`src/rtl/seg7_pkg.sv`:
```
// rtl/seg7_pkg.sv - segment codes and types shared by the BCD display scanner
package seg7_pkg;

    typedef logic [6:0] seg_t;

    // gfedcba, active-low
    localparam seg_t SEG_0     = 7'b1000000;
    localparam seg_t SEG_1     = 7'b1111001;
    localparam seg_t SEG_2     = 7'b0100100;
    localparam seg_t SEG_3     = 7'b0110000;
    localparam seg_t SEG_4     = 7'b0011001;
    localparam seg_t SEG_5     = 7'b0010010;
    localparam seg_t SEG_6     = 7'b0000010;
    localparam seg_t SEG_7     = 7'b1111000;
    localparam seg_t SEG_8     = 7'b0000000;
    localparam seg_t SEG_9     = 7'b0010000;
    localparam seg_t SEG_DASH  = 7'b0111111;
    localparam seg_t SEG_BLANK = 7'b1111111;

    localparam logic [3:0] BCD_OVF = 4'hF;

endpackage

```
`src/rtl/bcd_to_seg7.sv`:
```
// rtl/bcd_to_seg7.sv - combinational BCD digit to active-low 7-segment decoder
module bcd_to_seg7
    import seg7_pkg::*;
(
    input  logic [3:0] bcd,
    output logic [6:0] seg
);

    always_comb begin
        seg = SEG_BLANK;
        case (bcd)
            4'd0:    seg = SEG_0;
            4'd1:    seg = SEG_1;
            4'd2:    seg = SEG_2;
            4'd3:    seg = SEG_3;
            4'd4:    seg = SEG_4;
            4'd5:    seg = SEG_5;
            4'd6:    seg = SEG_6;
            4'd7:    seg = SEG_7;
            4'd8:    seg = SEG_8;
            4'd9:    seg = SEG_9;
            BCD_OVF: seg = SEG_DASH;
            default: seg = SEG_BLANK;
        endcase
    end

endmodule

```
`src/rtl/bcd_display_scanner.sv`:
```
// rtl/bcd_display_scanner.sv - 4-digit multiplexed 7-segment scanner with per-frame latch
// Optional: LEADING_ZERO_BLANK_EN blanks leading zero digits of the latched frame.
module bcd_display_scanner
    import seg7_pkg::*;
#(
    parameter int SCAN_PERIOD = 100000
) (
    input  logic       Clk,
    input  logic       Reset,
    input  logic [3:0] BCD0,
    input  logic [3:0] BCD1,
    input  logic [3:0] BCD2,
    input  logic [3:0] BCD3,
    output logic [6:0] Seg,
    output logic       Dp,
    output logic [3:0] An,
    output logic       FrameStart
);

    localparam int CNT_W = $clog2(SCAN_PERIOD);
    localparam logic [CNT_W-1:0] CNT_LAST = CNT_W'(SCAN_PERIOD - 1);

    logic [CNT_W-1:0] cnt;
    logic [1:0]       idx;
    logic [1:0]       nxt_idx;
    logic [15:0]      frame;
    logic             tick;
    logic             wrap;
    logic [3:0]       nxt_digit;
    seg_t             dec_seg;
    seg_t             nxt_seg;

    assign tick    = (cnt == CNT_LAST);
    assign wrap    = tick && (idx == 2'd3);
    assign nxt_idx = idx + 2'd1;
    assign Dp      = 1'b1;

    // On the latching edge digit 0 comes straight from the input so it shows with no extra latency.
    always_comb begin
        nxt_digit = frame[{nxt_idx, 2'b00} +: 4];
        if (wrap) begin
            nxt_digit = BCD0;
        end
    end

    bcd_to_seg7 u_dec (
        .bcd (nxt_digit),
        .seg (dec_seg)
    );

`ifdef LEADING_ZERO_BLANK_EN
    logic [3:0] lz;
    logic [3:0] lz_next;

    always_comb begin
        lz_next    = 4'b0000;
        lz_next[3] = (BCD3 == 4'd0);
        lz_next[2] = lz_next[3] && (BCD2 == 4'd0);
        lz_next[1] = lz_next[2] && (BCD1 == 4'd0);
    end

    // lz[0] stays 0 so the ones digit is never blanked.
    always_ff @(posedge Clk) begin
        if (Reset) begin
            lz <= 4'b0000;
        end else if (wrap) begin
            lz <= lz_next;
        end
    end

    assign nxt_seg = lz[nxt_idx] ? SEG_BLANK : dec_seg;
`else
    assign nxt_seg = dec_seg;
`endif

    always_ff @(posedge Clk) begin
        if (Reset) begin
            cnt        <= '0;
            idx        <= 2'd3;
            frame      <= 16'hEEEE;
            An         <= 4'b1111;
            Seg        <= SEG_BLANK;
            FrameStart <= 1'b0;
        end else begin
            FrameStart <= wrap;
            if (tick) begin
                cnt <= '0;
                idx <= nxt_idx;
                An  <= ~(4'b0001 << nxt_idx);
                Seg <= nxt_seg;
                if (wrap) begin
                    frame <= {BCD3, BCD2, BCD1, BCD0};
                end
            end else begin
                cnt <= cnt + CNT_W'(1);
            end
        end
    end

endmodule

```
`config.mk`:
```
export PLATFORM = sky130hd
export DESIGN_NAME = bcd_display_scanner
export DESIGN_NICKNAME = d
export VERILOG_FILES = /design/src/rtl/seg7_pkg.sv /design/src/rtl/bcd_to_seg7.sv /design/src/rtl/bcd_display_scanner.sv
export SDC_FILE = /design/constraint.sdc
export NUM_CORES = 1
export LEC_CHECK = 0
export CELL_PAD_IN_SITES_DETAIL_PLACEMENT = 1
export CELL_PAD_IN_SITES_GLOBAL_PLACEMENT = 2
export CORE_UTILIZATION = 35
export DETAILED_ROUTE_END_ITERATION = 10
export HOLD_SLACK_MARGIN = 0.03
export PLACE_DENSITY_LB_ADDON = 0.1
export SYNTH_ARGS = -nofsm -noshare
export SYNTH_HDL_FRONTEND = slang
export SYNTH_SLANG_ARGS = --single-unit
```
`constraint.sdc`:
```
create_clock -name Clk -period 4.6 [get_ports Clk]
set_clock_uncertainty 0.05 [all_clocks]
set_input_delay 0.69 -clock Clk [delete_from_list [all_inputs] [get_ports Clk]]
set_output_delay 0.69 -clock Clk [all_outputs]
set_load 0.005 [all_outputs]
```
---- Yosys cells after proc, flatten, opt, wreduce, memory -nomap -nowiden ----
Memory sizes are Yosys's and may differ from the RTL's. A register that Yosys moved wholly into a read port is not among the register bits.
Cells that the tools add are included.
word-level totals
  register bits ........................... 40
  latch bits .............................. 0
  RAM bits ................................ 0
  ROM bits ................................ 112
  memories ................................ 1
cells by class
  add/subtract/negate cells ............... 2
  multipliers ............................. 0
  div/mod/pow operators ................... 0
  order comparisons ....................... 0
  equality and inequality tests ........... 2
  shift operators ......................... 2
  mux-type cells .......................... 1
  bitwise logic cells ..................... 1
  reductions and logical operators ........ 3
memory list
  memory            words  width  read ports  clocked after memory_dff  write ports  line               RTL
  (name not given)  16     7      1           1                         0            bcd_to_seg7.sv:11  case (bcd)
operator list
  kind                                                                count
  17-bit by 1-bit adder with 17-bit output (second input constant)    1
  17-bit == test (second input constant)                              1
  16-bit by 5-bit indexed part select with 4-bit output               1
  4-bit 2-to-1 mux                                                    1
  4-bit inverter                                                      1
  1-bit by 2-bit << shifter with 4-bit output (first input constant)  1
  2-bit by 1-bit adder with 2-bit output (second input constant)      1
  2-bit == test (second input constant)                               1
  2-bit AND reduction                                                 1
  2-bit OR reduction                                                  1
  1-bit logical AND                                                   1

---- Logic depth before layout (Yosys ltp) ----
Gate-level depths: netlist of the first run.
  depth in word-level cells ............... 3
  gate-level depth with buffers ........... 13

---- Hierarchy ----
From an unflattened synthesis of the first run, not the netlist that was laid out.
second synthesis, totals
  cell total of the unflattened synthesis .. 274
  area, all modules ....................... 2438.6 um2
by module, submodules not included
  module               instances  cells each  area an instance (um2)  seq. area each (um2)
  bcd_display_scanner  1          239         2202.1                  940.9
  bcd_to_seg7          1          35          236.5                   0.0

---- Least setup slack after synthesis of the first run ----
OpenSTA, ideal clock, no wires.
  path type ............................... register -> register
  start point ............................. register cnt[12]
  end point ............................... register Seg[3]
  arrival ................................. 2389 ps
  data required time ...................... 4436 ps
  path slack .............................. 2047 ps
  stages on the path, launching flop included .. 12
  buffers on the path ..................... 3
  clock period less this slack ............ 2553 ps
  cell sequence ........................... dfxtp_1 -> nor4b_4 -> nand4_2 -> or3_1 -> buf_6 -> clkbuf_1 -> clkbuf_1 -> nand2_1 -> nand2_1 -> ha_1 -> o221ai_1 -> a21o_1
on the way
  word-level cells in the longest chain between the ends .. 3
ends and longest elaborated chain
  element                 line                       RTL
  from (decl)             bcd_display_scanner.sv:23  logic [CNT_W-1:0] cnt;
  from (signal assigned)  bcd_display_scanner.sv:95  cnt <= cnt + CNT_W'(1);
  17-bit == test (*)      bcd_display_scanner.sv:33  assign tick = (cnt == CNT_LAST);
  1-bit logical AND       bcd_display_scanner.sv:34  assign wrap = tick && (idx == 2'd3);
  4-bit 2-to-1 mux        bcd_display_scanner.sv:41  if (wrap) begin
  to (decl)               bcd_display_scanner.sv:14  output logic [6:0] Seg,
Every way passes the cells marked *; elsewhere a longest branch is shown, timed or not.
A chain may end at the register's enable or synchronous reset.

---- Final worst setup path of the first run ----
  start point ............................. register idx[0]
  end point ............................... register Seg[3]
on the way
  word-level cells in the longest chain between the ends .. 3
  elaborated cells between the ends (all ways) .. 5
  classes of those cells .................. 1 x add/sub; 1 x eq/ne; 1 x shift; 1 x mux; 1 x reduce/logical
ends and longest elaborated chain
  element                                                                                     line                                                  RTL
  from (decl)                                                                                 bcd_display_scanner.sv:24                             logic [1:0] idx;
  from (signal assigned)                                                                      bcd_display_scanner.sv:88                             idx <= nxt_idx;
  2-bit by 1-bit adder with 2-bit output or 2-bit == test (tied branches)                     bcd_display_scanner.sv:35, bcd_display_scanner.sv:34
  16-bit by 5-bit indexed part select with 4-bit output or 1-bit logical AND (tied branches)  bcd_display_scanner.sv:40, bcd_display_scanner.sv:34
  4-bit 2-to-1 mux (*)                                                                        bcd_display_scanner.sv:41
Marked as above.

==> metrics.txt, run 1 <==
Crit Path Max Fanout 27; final hold violations 0; Hold WC Path Type register to register; Crit path required time 4.75 ns; CP cell instances ha_1, inv_1, or3_1, mux2_2, ha_1, o221ai_1, a21o_1; DIE AREA 6870 sq um; Async S/R FF share, synth 0%; Tmin final 3.09 ns; largest area contributor in the netlist dfxtp_1; Initial Util 36.1%; Hold Path End cnt[0]$_SDFF_PP0_; reg2reg start idx[0]$_SDFFE_PP1P_; Power Density 255 nW/um^2; outcome complete, no violations; post-cts resize count 0; R2R Path End Seg[3]$_SDFFE_PP1P_; Reg clk slew, reported paths 0.09 ns; Final Wtd Congestion 0.783; Most common cell on crit path ha_1; IO Port Bufs 29; WP data arrival 3.24 ns; CP peak stage delay 0.81 ns; TritonRoute pass-1 iters 5; Cells after Synth 270; core area 6350 sq um; Top FF cell, synth dfxtp_1; synth warn 0; Die W 82.9 um; RSZ-0062 raised after global routing false; hold_ws 0.400 ns; vias per inst 5.25; max_cap viols 0; CTS root buffer clkbuf_8; synthesis-to-finish area growth 18.7%; Area contributors post-synth dfxtp_1, nand2_1, nor2_1, mux4_2, nand3_1; initial DRC count 53; CTS buffer count 5; Layout fillers 754; Post-Syn Area 2290 sq um; Reg2Reg Depth 7; Bufs and invs on worst path 1; routed len/inst 15.1 um; post-synthesis register bit count 47; antenna diode count 0; Worst Min Path Start cnt[0]$_SDFF_PP0_; syn_nets 294; H-tree depth 2; commonest non-fill, non-tap cells in the layout nand2_1, dfxtp_1, clkdlybuf4s50_1; flop-to-flop setup slack 1.51 ns; Ports 31; vias in the first global route 1,982; global-route wire length before repair 9670 um; most common cell after layout, fill and taps aside nand2_1; total power draw 693 uW; Setup Total Neg Slack 0 ns; Final Slew Violations 0; Skew-Pair Late Insertion Delay 0.31 ns; slowest CP cell or3_1; total grt overflow 0; Post-synth EDFFs 0; Slew headroom 30.7%; synthesized area per cell 8.48 sq um; worst setup margin 1.51 ns; period utilization 67.2%; Cell variety after synth 46; share of cells above drive strength 1 8.14%; Place WS 1.51 ns; Std-Cell Rows 29; Vias 1,952; DRC violations left 0; Worst setup SP type register; all-layer global routing usage 17.7%; Nets 318; hpwl dp 4080 um; delay-heaviest family, CP simple AND/OR/NAND/NOR gates; Hold-fix buffers, CTS 0; Hold Path Cell Cnt 1; Chip Height 82.9 um; Clock Tree Buf Depth 2; Leak 1.07 nW; Fmax achieved 324 MHz; CTS tree yes; endpoints failing setup 0; # clock sinks 47; Tightest Pin Transition 1.04 ns; pin count of the biggest net entering global routing 28; sequential area share after synthesis 41.1%; initial antenna violation count 0; Crit Path Category register to register; CP endpoint kind register; Post-CTS Setup Bufs 0; Peak VDD IR 0.000115 V; area share of the largest cell type after synthesis 41.1%; final WL 5620 um; antenna violation net count after detailed routing 0
## power by group
part	internal, mW	switching, mW	total (mW)
registers	0.409	0.00190	0.411
clock network	0.106	0.142	0.248
logic	0.0171	0.0167	0.0338
total	0.532	0.161	0.693
## cells by family (layout without fill, tap and decap cells)
kind of cell / Yosys count / in the layout / share of synthesized area (%)
xor gates and xnor gates: 14 / 14 / 5.35
DFF: 47 / 47 / 41.1
adders and majority gates: 6 / 6 / 3.28
and+or+nand+nor: 131 / 131 / 27.4
other: 1 / 1 / 0.164
muxes: 11 / 11 / 7.86
buffers and inverters: 21 / 46 / 4.04
AOI/OAI and AO/OA: 39 / 39 / 10.9
## cell type report
type | count | area [sq um] | share of cell area [%]
flip-flops and latches | 47 | 941 | 34.6
multi-input cells | 202 | 1260 | 46.4
inverters | 7 | 26.3 | 0.966
well taps | 77 | 96.3 | 3.54
clock inverters | 3 | 20.0 | 0.736
repair buffers | 31 | 305 | 11.2
clock buffers | 5 | 68.8 | 2.53
## worst register-to-register path, cell delays in order (launching register included)
cell and delay, ns:
dfxtp_1 0.55, ha_1 0.33, inv_1 0.14, or3_1 0.81, mux2_2 0.48, ha_1 0.30
o221ai_1 0.13, a21o_1 0.20
## worst max path at each step
stage	startpoint	endpoint	slack [ns]	cells past startpoint
final	idx[0]$_SDFFE_PP1P_	Seg[3]$_SDFFE_PP1P_	1.51	7
after global routing	idx[0]$_SDFFE_PP1P_	Seg[3]$_SDFFE_PP1P_	1.31	7
after CTS	idx[0]$_SDFFE_PP1P_	Seg[3]$_SDFFE_PP1P_	1.48	7
after detailed placement	idx[0]$_SDFFE_PP1P_	Seg[3]$_SDFFE_PP1P_	1.51	7
after global placement	idx[0]$_SDFFE_PP1P_	Seg[3]$_SDFFE_PP1P_	1.56	7
after floorplan	cnt[12]$_SDFF_PP0_	Seg[3]$_SDFFE_PP1P_	2.05	11
## layer usage
layer / vias to the layer above / GRT usage, % / wire length [um]
met5: - / 0 / 0
met2: 39 / 30.6 / 2800
li1: 979 / - / -
met4: 0 / 6.11 / 99
met1: 925 / 21.8 / 2510
met3: 9 / 3.48 / 211
## synth_stat cells, types with 4 or more instances
library cell / n
nand2_1: 52
dfxtp_1: 47
nor2_1: 26
nand3_1: 17
a21oi_1: 16
clkbuf_1: 10
nor3_1: 8
xor2_1: 8
and3_1: 6
ha_1: 6
inv_1: 6
xnor2_1: 6
nand2b_1: 5
o211ai_1: 5
mux4_2: 4
nand4_1: 4
o21ai_0: 4
## registers in the layout, summed over array words and instances, names as in the netlist
| register | cells |
|---|---|
| FrameStart | 1 |
| Seg | 7 |
| An | 4 |
| frame | 16 |
| cnt | 17 |
| idx | 2 |
## per-stage QoR
step	instance area, sq um	std cells	utilization, %
3_3_place_gp	2630	364	41.4
3_5_place_dp	2630	364	41.4
2_1_floorplan	2290	270	-
4_1_cts	2720	372	42.8
5_1_grt	2720	372	42.8
6_report	2720	372	42.8
Power figures use the tool's default switching activity.
==> run 2, diff against run 1 <==
--- a/config.mk
+++ b/config.mk
@@ -7,7 +7,7 @@
 export LEC_CHECK = 0
 export CELL_PAD_IN_SITES_DETAIL_PLACEMENT = 1
 export CELL_PAD_IN_SITES_GLOBAL_PLACEMENT = 2
-export CORE_UTILIZATION = 35
+export CORE_UTILIZATION = 29
 export DETAILED_ROUTE_END_ITERATION = 10
 export HOLD_SLACK_MARGIN = 0.03
 export PLACE_DENSITY_LB_ADDON = 0.1
==> constraint.sdc (replaced) <==
create_clock -name Clk -period 2.6 [get_ports Clk]
set_clock_uncertainty 0.05 [all_clocks]
set_input_delay 0.39 -clock Clk [delete_from_list [all_inputs] [get_ports Clk]]
set_output_delay 0.39 -clock Clk [all_outputs]
set_load 0.005 [all_outputs]
==> metrics.txt, run 2 (synthesized netlist as in run 1, its figures left out) <==
Skew-Pair Late Insertion Delay 0.30 ns (was 0.31 ns); antenna violation net count after detailed routing 0 (unchanged); TritonRoute pass-1 iters 4 (was 5); delay-heaviest family, CP simple AND/OR/NAND/NOR gates (unchanged); core area 7690 sq um (was 6350 sq um); Finished Layout Cells 407 (was 372); Initial Util 29.8% (was 36.1%); DIE AREA 8260 sq um (was 6870 sq um); Biggest register cnt (unchanged); Final Core Density 36.8% (was 42.8%); total grt overflow 0 (unchanged); Nets 330 (was 318); CP cell instances nor4b_4, nand4_2, or3_1, buf_6, mux2_4, o31ai_1, a21oi_1 (was ha_1, inv_1, or3_1, mux2_2, ha_1, o221ai_1, a21o_1); switching pwr 273 uW (was 161 uW); share of cells above drive strength 1 11.1% (was 8.14%); antenna diode count 0 (unchanged); critical path depth 7 (unchanged); CP endpoint kind register (unchanged); Reg clk slew, reported paths 0.08 ns (was 0.09 ns); total power draw 1.21 mW (was 693 uW); worst setup margin 0.168 ns (was 1.51 ns); Fmax achieved 411 MHz (was 324 MHz); Final Slew Violations 0 (unchanged); max FFs per register 17 (unchanged); hpwl dp 4340 um (was 4080 um); switching part of the total 22.5% (was 23.3%); final hold violations 0 (unchanged); Ports 31 (unchanged); Clock Tree Buf Depth 2 (unchanged); placed cell count 401 (was 364); pin count of the biggest net entering global routing 27 (was 28); CTS root buffer clkbuf_8 (unchanged); slowest CP cell or3_1 (unchanged); Vias 1,957 (was 1,952); WP data arrival 2.56 ns (was 3.24 ns); Crit Path Category register to register (unchanged); endpoints failing setup 0 (unchanged); DRC violations left 0 (unchanged); RSZ-0062 raised after global routing true (was false); period utilization 93.6% (was 67.2%); Hold Path Cell Cnt 1 (unchanged); Worst setup SP type register (unchanged); Tmin final 2.43 ns (was 3.09 ns); max_cap viols 0 (unchanged); combinational share of power 5.4% (was 4.9%); Layout fillers 951 (was 754); Bufs and invs on worst path 1 (unchanged); Crit path required time 2.73 ns (was 4.75 ns); area post-placement 2750 sq um (was 2630 sq um); vias in the first global route 2,116 (was 1,982); initial antenna violation count 0 (unchanged); outcome complete, no violations (unchanged); Hold-fix buffers, CTS 0 (unchanged); # clock sinks 47 (unchanged); commonest non-fill, non-tap cells in the layout nand2_1, dfxtp_1, clkdlybuf4s50_1 (unchanged); Post-CTS Setup Bufs 0 (unchanged); global-route wire length before repair 10,300 um (was 9670 um); Design Area, Final 2830 sq um (was 2720 sq um); all-layer global routing usage 15.9% (was 17.7%); Hold WC Path Type register to register (unchanged); CTS buffer count 5 (unchanged); routed len/inst 14.5 um (was 15.1 um); vias per inst 4.81 (was 5.25); synthesis-to-finish area growth 23.6% (was 18.7%); Reg2Reg Depth 7 (unchanged); Leak 1.12 nW (was 1.07 nW); internal power 938 uW (was 532 uW); Power Density 427 nW/um^2 (was 255 nW/um^2); Final Wtd Congestion 0.781 (was 0.783); Multi-input gate area 1270 sq um (was 1260 sq um); initial DRC count 42 (was 53); Chip Height 90.9 um (was 82.9 um); CTS tree yes (unchanged); IO Port Bufs 29 (unchanged); Die W 90.9 um (was 82.9 um); Clk pwr share 34.6% (was 35.8%); Reg area 941 sq um (unchanged); Peak VDD IR 0.000209 V (was 0.000115 V); H-tree depth 2 (unchanged); final WL 5900 um (was 5620 um); Std-Cell Rows 32 (was 29); Place WS 0.122 ns (was 1.51 ns); Largest regs cnt x17, frame x16, Seg x7 (unchanged); most common cell after layout, fill and taps aside nand2_1 (unchanged); Reg power frac 60.0% (was 59.3%); Crit Path Max Fanout 26 (was 27); CP peak stage delay 0.42 ns (was 0.81 ns)
## run 2: cell types whose count changed in the layout (fill, tap and decap cells not counted), sizes merged
| cell | before | now |
|---|---|---|
| clkinvlp | 2 | 0 |
| buf | 2 | 14 |
| clkbuf | 5 | 6 |
| clkinv | 1 | 0 |
## run 2: through the flow
| step | setup TNS [ns] | hold WS, ns |
|---|---|---|
| 2_1_floorplan | 0 | 0.368 |
| 5_1_grt | -0.00538 | 0.428 |
| 4_1_cts | 0 | 0.403 |
| 3_5_place_dp | 0 | 0.389 |
| 6_report | 0 | 0.404 |
| 3_3_place_gp | 0 | 0.379 |
## run 2: path summary, 6_finish.rpt
kind / startpoint / to / slack (ns)
setup reg to reg: cnt[12]$_SDFF_PP0_ / Seg[0]$_SDFFE_PP1P_ / 0.17
hold reg to reg: cnt[0]$_SDFF_PP0_ / cnt[0]$_SDFF_PP0_ / 0.40
hold / removal: cnt[0]$_SDFF_PP0_ / cnt[0]$_SDFF_PP0_ / 0.40
setup / recovery: cnt[12]$_SDFF_PP0_ / Seg[0]$_SDFFE_PP1P_ / 0.17
## run 2: timing repair
action / in CTS / in global routing
gates resized for setup: 0 / 3
endpoints found under the setup margin: 0 / 4
endpoints found under the hold margin: 0 / 0
## run 2: layout make-up
cell class / instances / area share (%)
Clock buffer: 6 / 2.56
Timing Repair Buffer: 43 / 14.1
Sequential cell: 47 / 33.2
Inverter: 7 / 0.928
Multi-Input combinational cell: 202 / 44.7
Tap cell: 102 / 4.51
## run 2: power groups by stage
stage,clock network [mW],registers (mW),logic [mW]
after floorplan,0,0.743,0.0250
after global placement,0,0.743,0.0658
after detailed placement,0,0.743,0.0662
after CTS,0.444,0.726,0.0665
after global routing,0.480,0.728,0.0722
final,0.419,0.726,0.0654
## run 2: layer usage
layer  wire [um]  track usage (%)  vias up
met5           0                0        -
met4         116             6.22        0
met3         125             2.86        8
met2        3060             29.4       22
met1        2590             17.8      930
li1            -                -      997
